## src/rtl/pwr_cond_xor_pipe.sv

```systemverilog
// pwr_cond_xor_pipe: two-stage elastic pipeline computing y = a ^ (c & d & (a | b))
// per lane, with stage registers that hold when idle and a saturating output
// toggle / transfer counter pair for switching-activity estimation.
module pwr_cond_xor_pipe #(
  parameter int WIDTH = 8,
  parameter int CNT_W = 16
) (
  input  logic             clk,
  input  logic             rst_n,
  input  logic             in_valid_i,
  output logic             in_ready_o,
  input  logic [WIDTH-1:0] a_i,
  input  logic [WIDTH-1:0] b_i,
  input  logic [WIDTH-1:0] c_i,
  input  logic [WIDTH-1:0] d_i,
  output logic             out_valid_o,
  input  logic             out_ready_i,
  output logic [WIDTH-1:0] y_o,
  input  logic             cnt_clear_i,
  output logic [CNT_W-1:0] toggle_cnt_o,
  output logic [CNT_W-1:0] xfer_cnt_o
);

  logic             s1_v_q, s1_v_d;
  logic [WIDTH-1:0] s1_a_q, s1_a_d;
  logic [WIDTH-1:0] s1_g_q, s1_g_d;
  logic             s2_v_q, s2_v_d;
  logic [WIDTH-1:0] s2_y_q, s2_y_d;
  logic [WIDTH-1:0] last_y_q, last_y_d;
  logic [CNT_W-1:0] toggle_cnt_q, toggle_cnt_d;
  logic [CNT_W-1:0] xfer_cnt_q, xfer_cnt_d;

  logic             s2_can_accept;
  logic             s1_advance;
  logic             in_hs;
  logic             out_hs;
  logic [WIDTH-1:0] g_in;
  logic [WIDTH-1:0] y_diff;
  logic [CNT_W-1:0] pop;
  logic [CNT_W-1:0] tog_base;
  logic [CNT_W-1:0] xfer_base;
  logic [CNT_W:0]   tog_sum;
  logic [CNT_W:0]   xfer_sum;

  // Handshake qualifiers; in_ready is deliberately combinational from out_ready
  // so a draining S2 lets S1 refill in the same cycle.
  assign s2_can_accept = !s2_v_q || out_ready_i;
  assign s1_advance    = s1_v_q && s2_can_accept;
  assign in_ready_o    = !s1_v_q || s2_can_accept;
  assign in_hs         = in_valid_i && in_ready_o;
  assign out_hs        = s2_v_q && out_ready_i;

  assign g_in   = c_i & d_i & (a_i | b_i);
  assign y_diff = s2_y_q ^ last_y_q;

  assign out_valid_o  = s2_v_q;
  assign y_o          = s2_y_q;
  assign toggle_cnt_o = toggle_cnt_q;
  assign xfer_cnt_o   = xfer_cnt_q;

  // Population count of the bits that differ from the previously accepted result.
  always_comb begin
    pop = '0;
    for (int i = 0; i < WIDTH; i++) begin
      pop = pop + CNT_W'(y_diff[i]);
    end
  end

  // Saturating adds; a clear on a handshake edge restarts the sums from zero
  // so the current transfer is still counted.
  always_comb begin
    tog_base  = cnt_clear_i ? '0 : toggle_cnt_q;
    xfer_base = cnt_clear_i ? '0 : xfer_cnt_q;
    tog_sum   = {1'b0, tog_base} + {1'b0, pop};
    xfer_sum  = {1'b0, xfer_base} + (CNT_W+1)'(1);
  end

  // Next-state: data registers only load on their transfer, otherwise hold.
  always_comb begin
    s1_v_d       = s1_v_q;
    s1_a_d       = s1_a_q;
    s1_g_d       = s1_g_q;
    s2_v_d       = s2_v_q;
    s2_y_d       = s2_y_q;
    last_y_d     = last_y_q;
    toggle_cnt_d = toggle_cnt_q;
    xfer_cnt_d   = xfer_cnt_q;

    if (in_hs) begin
      s1_v_d = 1'b1;
      s1_a_d = a_i;
      s1_g_d = g_in;
    end else if (s1_advance) begin
      s1_v_d = 1'b0;
    end

    if (s1_advance) begin
      s2_v_d = 1'b1;
      s2_y_d = s1_a_q ^ s1_g_q;
    end else if (out_hs) begin
      s2_v_d = 1'b0;
    end

    if (out_hs) begin
      last_y_d     = s2_y_q;
      toggle_cnt_d = tog_sum[CNT_W] ? '1 : tog_sum[CNT_W-1:0];
      xfer_cnt_d   = xfer_sum[CNT_W] ? '1 : xfer_sum[CNT_W-1:0];
    end else if (cnt_clear_i) begin
      toggle_cnt_d = '0;
      xfer_cnt_d   = '0;
    end
  end

  // State registers; reset drops any in-flight data and zeroes all history.
  always_ff @(posedge clk or negedge rst_n) begin
    if (!rst_n) begin
      s1_v_q       <= 1'b0;
      s1_a_q       <= '0;
      s1_g_q       <= '0;
      s2_v_q       <= 1'b0;
      s2_y_q       <= '0;
      last_y_q     <= '0;
      toggle_cnt_q <= '0;
      xfer_cnt_q   <= '0;
    end else begin
      s1_v_q       <= s1_v_d;
      s1_a_q       <= s1_a_d;
      s1_g_q       <= s1_g_d;
      s2_v_q       <= s2_v_d;
      s2_y_q       <= s2_y_d;
      last_y_q     <= last_y_d;
      toggle_cnt_q <= toggle_cnt_d;
      xfer_cnt_q   <= xfer_cnt_d;
    end
  end

endmodule

```

## config.mk

```make
export PLATFORM = sky130hd
export DESIGN_NAME = pwr_cond_xor_pipe
export DESIGN_NICKNAME = d
export VERILOG_FILES = /design/src/rtl/pwr_cond_xor_pipe.sv
export SDC_FILE = /design/constraint.sdc
export NUM_CORES = 1
export LEC_CHECK = 0
export ABC_AREA = 1
export BUFFER_PORTS_ARGS = -buffer_cell sky130_fd_sc_hd__buf_4
export CAP_MARGIN = 20
export CORE_AREA = 2 2 87 89
export CTS_CLUSTER_SIZE = 30
export DETAILED_ROUTE_END_ITERATION = 10
export DIE_AREA = 0 0 89 91
export GPL_ROUTABILITY_DRIVEN = 0
export GPL_TIMING_DRIVEN = 0
export PLACE_DENSITY = 0.87
export SLEW_MARGIN = 20
export SYNTH_ARGS = -nofsm -noshare
export SYNTH_HDL_FRONTEND = slang
export SYNTH_SLANG_ARGS = --single-unit
```

## constraint.sdc

```tcl
create_clock -name clk -period 4.4 [get_ports clk]
set_input_delay 1.32 -clock clk [delete_from_list [all_inputs] [get_ports clk]]
set_output_delay 1.32 -clock clk [all_outputs]
set_load 0.05 [all_outputs]
```

# ---- Yosys cells after proc, flatten, opt, wreduce, memory -nomap -nowiden
# Cells that the tools add are included.
dict set report op_classes {
  mux 10
  order_cmp 0
  n_bitwise 5
  shift 0
  div 0
  add_sub_neg 9
  n_mul 0
  eq_ne 0
  reduce_logical 9
}
# operator n
set op_table {}
lappend op_table {{two-way mux 16 bit} 6}
lappend op_table {{adder 16 x 1 -> 17 bit (second input constant)} 1}
lappend op_table {{adder 16 x 8 -> 17 bit} 1}
lappend op_table {{AND 8 bit} 2}
lappend op_table {{XOR 8 bit} 2}
lappend op_table {{adder 7 x 1 -> 8 bit} 1}
lappend op_table {{OR 8 bit} 1}
lappend op_table {{adder 6 x 1 -> 7 bit} 1}
lappend op_table {{adder 5 x 1 -> 6 bit} 1}
lappend op_table {{adder 4 x 1 -> 5 bit} 1}
lappend op_table {{adder 3 x 1 -> 4 bit} 1}
lappend op_table {{two-way mux 1 bit} 4}
lappend op_table {{nonzero test 2 bit} 2}
lappend op_table {{adder 2 x 1 -> 3 bit} 1}
lappend op_table {{logical AND 1 bit} 3}
lappend op_table {{adder 1 x 1 -> 2 bit} 1}
lappend op_table {{zero test 1 bit} 2}
lappend op_table {{logical OR 1 bit} 2}
dict set report totals {
  out_inout_bits 42
  inputBits 37
  mem_count 0
  register_bits 66
  latch_bits 0
  romBits 0
  ramBits 0
  word_cells 41
}

# ---- Depth between registers and ports, before layout
dict set report depth {
  ltp_word 11
  mapped_depth 17
}

# ---- Worst setup path after synthesis
# No wires, ideal clock.
dict set report synth_path {
  path_kind {input to register}
  start {in cnt_clear_i}
  end {reg toggle_cnt_q[12], in the netlist toggle_cnt_o[12]}
  setup_slack_ns 0.436
  required_ns 4.287
  stages 15
  t_arrival_ns 3.851
  setup_ns 0.113
  path_cell_list {buf_6 > nor2_1 > fa_1 > inv_1 > fa_1 > fa_1 > inv_1 > fa_1 > nand2_1 > nand2_1 > nand2_1 > nor2_4 > nand3_1 > nand2_1 > inv_1}
}
dict set report synth_between {
  elab_chain_cells 4
}
# item line_no
set synth_rtl {}
lappend synth_rtl {{start: declaration} 19} ;# input logic cnt_clear_i,
lappend synth_rtl {{two-way mux 16 bit (*)} n/a}
lappend synth_rtl {{adder 16 x 8 -> 17 bit} 74} ;# tog_sum = {1'b0, tog_base} + {1'b0, pop};
lappend synth_rtl {{two-way mux 16 bit} 106} ;# toggle_cnt_d = tog_sum[CNT_W] ? '1 : tog_sum[CNT_W-1:0];
lappend synth_rtl {{two-way mux 16 bit (*)} 104} ;# if (out_hs) begin
lappend synth_rtl {{via toggle_cnt_d[12]} 30} ;# logic [CNT_W-1:0] toggle_cnt_q, toggle_cnt_d;
lappend synth_rtl {{end signal: assignment} 132} ;# toggle_cnt_q <= toggle_cnt_d;
lappend synth_rtl {{end: declaration} 30}
# Mark *: on every way through the listed nets, which the timed path passes. The rest lies on a longest branch.
# A chain may end at the register's enable or synchronous reset.

# ---- Final worst setup path
dict set report layout_path {
  start {in cnt_clear_i}
  end {reg toggle_cnt_q[11], in the netlist toggle_cnt_o[11]}
}
# The elaborated chain is that of the path after synthesis.

==> impl_metrics.yaml <==
sta:
  worstMarginPinSlew_ns: 0.827
  fmax_mhz: 246
  period_share_pct: 92.3
  hold_violations: 0
  slew_headroom_pct: 44.9
  grt_setup_unrepaired: "false"
  skew_ns: 0.0135
  slew_viol_final: 0
  setup_viol: 0
  fin_crit_ns: 4.06
floorplan:
  core_area_um2: 7140
  die_area_um2: 8100
  io-pin-count: 79
  fp.dieH_um: 91
  num_rows: 31
  initial_core_util_pct: 55.3
  fp.dieW_um: 89
routing:
  wl_per_cell_um: 13.1
  dr_total_vias: 3533
  first_pass_iters: 4
  vias_per_cell: 5.23
  totalWireLength_mm: 8.88
  ant_nets: 0
  first_iter_violations: 264
  drc: 0
job:
  maxCapViolations: 0
synthesis:
  yosys_register_bits: 66
  synth_cell_type_count: 32
  avgSynthCellArea_um2: 8.18
  netlist_area_um2: 3950
  syn_nets: 531
  yosysWarnings: 0
  ys_seq_area_share_pct: 41.9
  syn_inst: 482
placed_design:
  dp.cells: 659
  place_hpwl_mm: 6.41
  dpl_cell_area_um2: 4650
  port_buffers: 78
pwr:
  swShare_pct: 41.0
  comb_power_share_pct: 46.1
  power_density_nw_per_um2: 514
  seqPwrFrac_pct: 31.4
  p_leak_nw: 2.45
  switchingPower_mw: 1.03
  p_clk_share_pct: 22.5
  ir_drop_v: 0.000313
  p_int_mw: 1.48
min_path:
  holdPathStages: 2
  min_path_type: "reg2reg"
critical_path:
  crit_required_ns: 4.67
  worstSetupEndpointType: "flop"
  reg2reg_to: "toggle_cnt_o[11]$_DFF_PN0_"
  reg2reg_depth: 15
  r2r_start: "y_o[0]$_DFFE_PN0P_"
  rrSetupSlack_ns: 0.53
  startpoint: "cnt_clear_i"
  start_kind: "input pin"
  critPathMaxFanout: 10
  critPathCapture: "toggle_cnt_o[11]$_DFF_PN0_"
  critPathKind: "in2reg"
  arrival_ns: 4.33
cts:
  cts_tree: "yes"
  hold_buffers: 0
  clkSinkCount: 66
  worstSkewPairLatency_ns: 0.34
  path_clk_slew_ns: 0.07
  ctsLongestPathBuffers: 2
  htreeDepth: 3
  cts_buffers: 9
  cts-root-buf: "clkbuf_8"
global_route:
  met1_usage_pct: 28.9
  grt_use_met3_pct: 5.55
  grt_most_used_layer: "met2"
  grt_use_total_pct: 23.5
  grt_start_max_net_pins: 67
  use_met2_pct: 39.2
  grt_pass1_vias: 3496
  grt_pass1_wl_mm: 15.2
  grt_overflow: 0
  antenna_found_initial: 0
cells_and_area:
  nets: 620
  final_common_cell: "nand2_1"
  final_cell_area_um2: 4880
  fin_cells: 675
  diodes: 0
  synthToLayoutAreaGrowth_pct: 23.6
  layout_common_cells: "nand2_1, buf_4, dfrtp_1"
  drive_gt1_share_pct: 26.2
  fin_util_pct: 68.3
  fillCellCount: 571
status:
  status: "complete, no violations"
[metal layers]
metal  share of wire, %  vias to the layer above  wire [um]
li1                   -                     1715          -
met1                 40                     1636       3530
met2                 50                      155       4440
met3                8.0                       27        706
met4                2.3                        0        201
met5                  0                        -          0
[synth_stat cells (all sizes together)]
cell type	count	area (um2)
fa	5	100
and2	1	6.26
nand4	12	75.1
clkbuf	5	18.8
mux2	8	90.1
o211ai	8	60.1
buf	6	48.8
a21oi	6	30.0
o21ai	34	170
nand2	110	445
nor2	68	353
dfrtp	66	1650
xnor2	8	70.1
nor3	1	16.3
ha	7	87.6
inv	69	262
xor2	9	78.8
or2	2	12.5
nand3b	4	46.3
nand3	53	323
[state kept, by name, indices dropped and copies added (netlist names)]
name          count
last_y_q          8
out_valid_o       1
s1_a_q            8
s1_g_q            8
s1_v_q            1
toggle_cnt_o     16
xfer_cnt_o       16
y_o               8
[through the flow]
step | worst slack [ns] | TNS (ns) | power (mW) | hold slack [ns]
after detailed placement | -0.0437 | -0.277 | 1.94 | 0.475
final | 0.340 | 0 | 2.50 | 0.499
after global routing | 0.0872 | 0 | 2.70 | 0.508
after floorplan | 0.436 | 0 | 1.63 | 0.447
after global placement | 0.0212 | 0 | 1.89 | 0.454
after CTS | 0.264 | 0 | 2.51 | 0.504
[worst max-delay path: stages]
cell,delay (ns)
buf_4,0.13
buf_6,0.16
nor2_1,0.20
fa_1,0.45
inv_1,0.11
fa_1,0.42
fa_1,0.43
inv_1,0.09
fa_1,0.21
nand2_1,0.07
nand2_1,0.12
nand2_2,0.14
nor2_4,0.18
nand3_4,0.16
nand3_1,0.13
[power groups by stage]
stage | Combinational (mW) | Sequential (mW) | Clock (mW)
CTS | 1.15 | 0.785 | 0.573
detailed placement | 1.15 | 0.796 | 0
floorplan | 0.670 | 0.956 | 0
finish | 1.15 | 0.786 | 0.564
global placement | 1.11 | 0.789 | 0
global route | 1.30 | 0.795 | 0.601
[cells by family (layout without fill, tap and decap cells)]
family,count (synthesis),in the layout,synth area share (%)
AND/OR/NAND/NOR,251,251,32.4
adder cells (fa/ha/maj),12,12,4.76
flip-flops,66,66,41.9
XOR/XNOR,17,17,3.77
buffers and inverters,80,174,8.34
multiplexers,8,8,2.28
AO/OA/AOI/OAI,48,48,6.60
[what timing repair did]
action                     CTS  global route
setup buffers                0             0
resized for setup            0             1
setup endpoints to repair    0             6
[worst min-delay path by stage]
stage                                  start                       to  slack [ns]
after floorplan           s1_v_q$_DFFE_PN0P_  out_valid_o$_DFFE_PN0P_        0.45
after global placement    s1_v_q$_DFFE_PN0P_  out_valid_o$_DFFE_PN0P_        0.45
after detailed placement  s1_v_q$_DFFE_PN0P_  out_valid_o$_DFFE_PN0P_        0.48
after CTS                 s1_v_q$_DFFE_PN0P_  out_valid_o$_DFFE_PN0P_        0.50
after global routing      s1_v_q$_DFFE_PN0P_  out_valid_o$_DFFE_PN0P_        0.51
final                     s1_v_q$_DFFE_PN0P_  out_valid_o$_DFFE_PN0P_        0.50
[area by class of cell]
cell class / instances / area (um2) / share of cell area, %
clock inverter: 5 / 77.6 / 1.59
sequential: 66 / 1650 / 33.9
buffer: 11 / 67.6 / 1.39
inverter: 69 / 262 / 5.36
clock buffer: 11 / 141 / 2.90
timing repair buffer: 78 / 586 / 12.0
tap: 99 / 124 / 2.54
multi-input combinational: 336 / 1970 / 40.3
(Power assumes the default switching activity.)
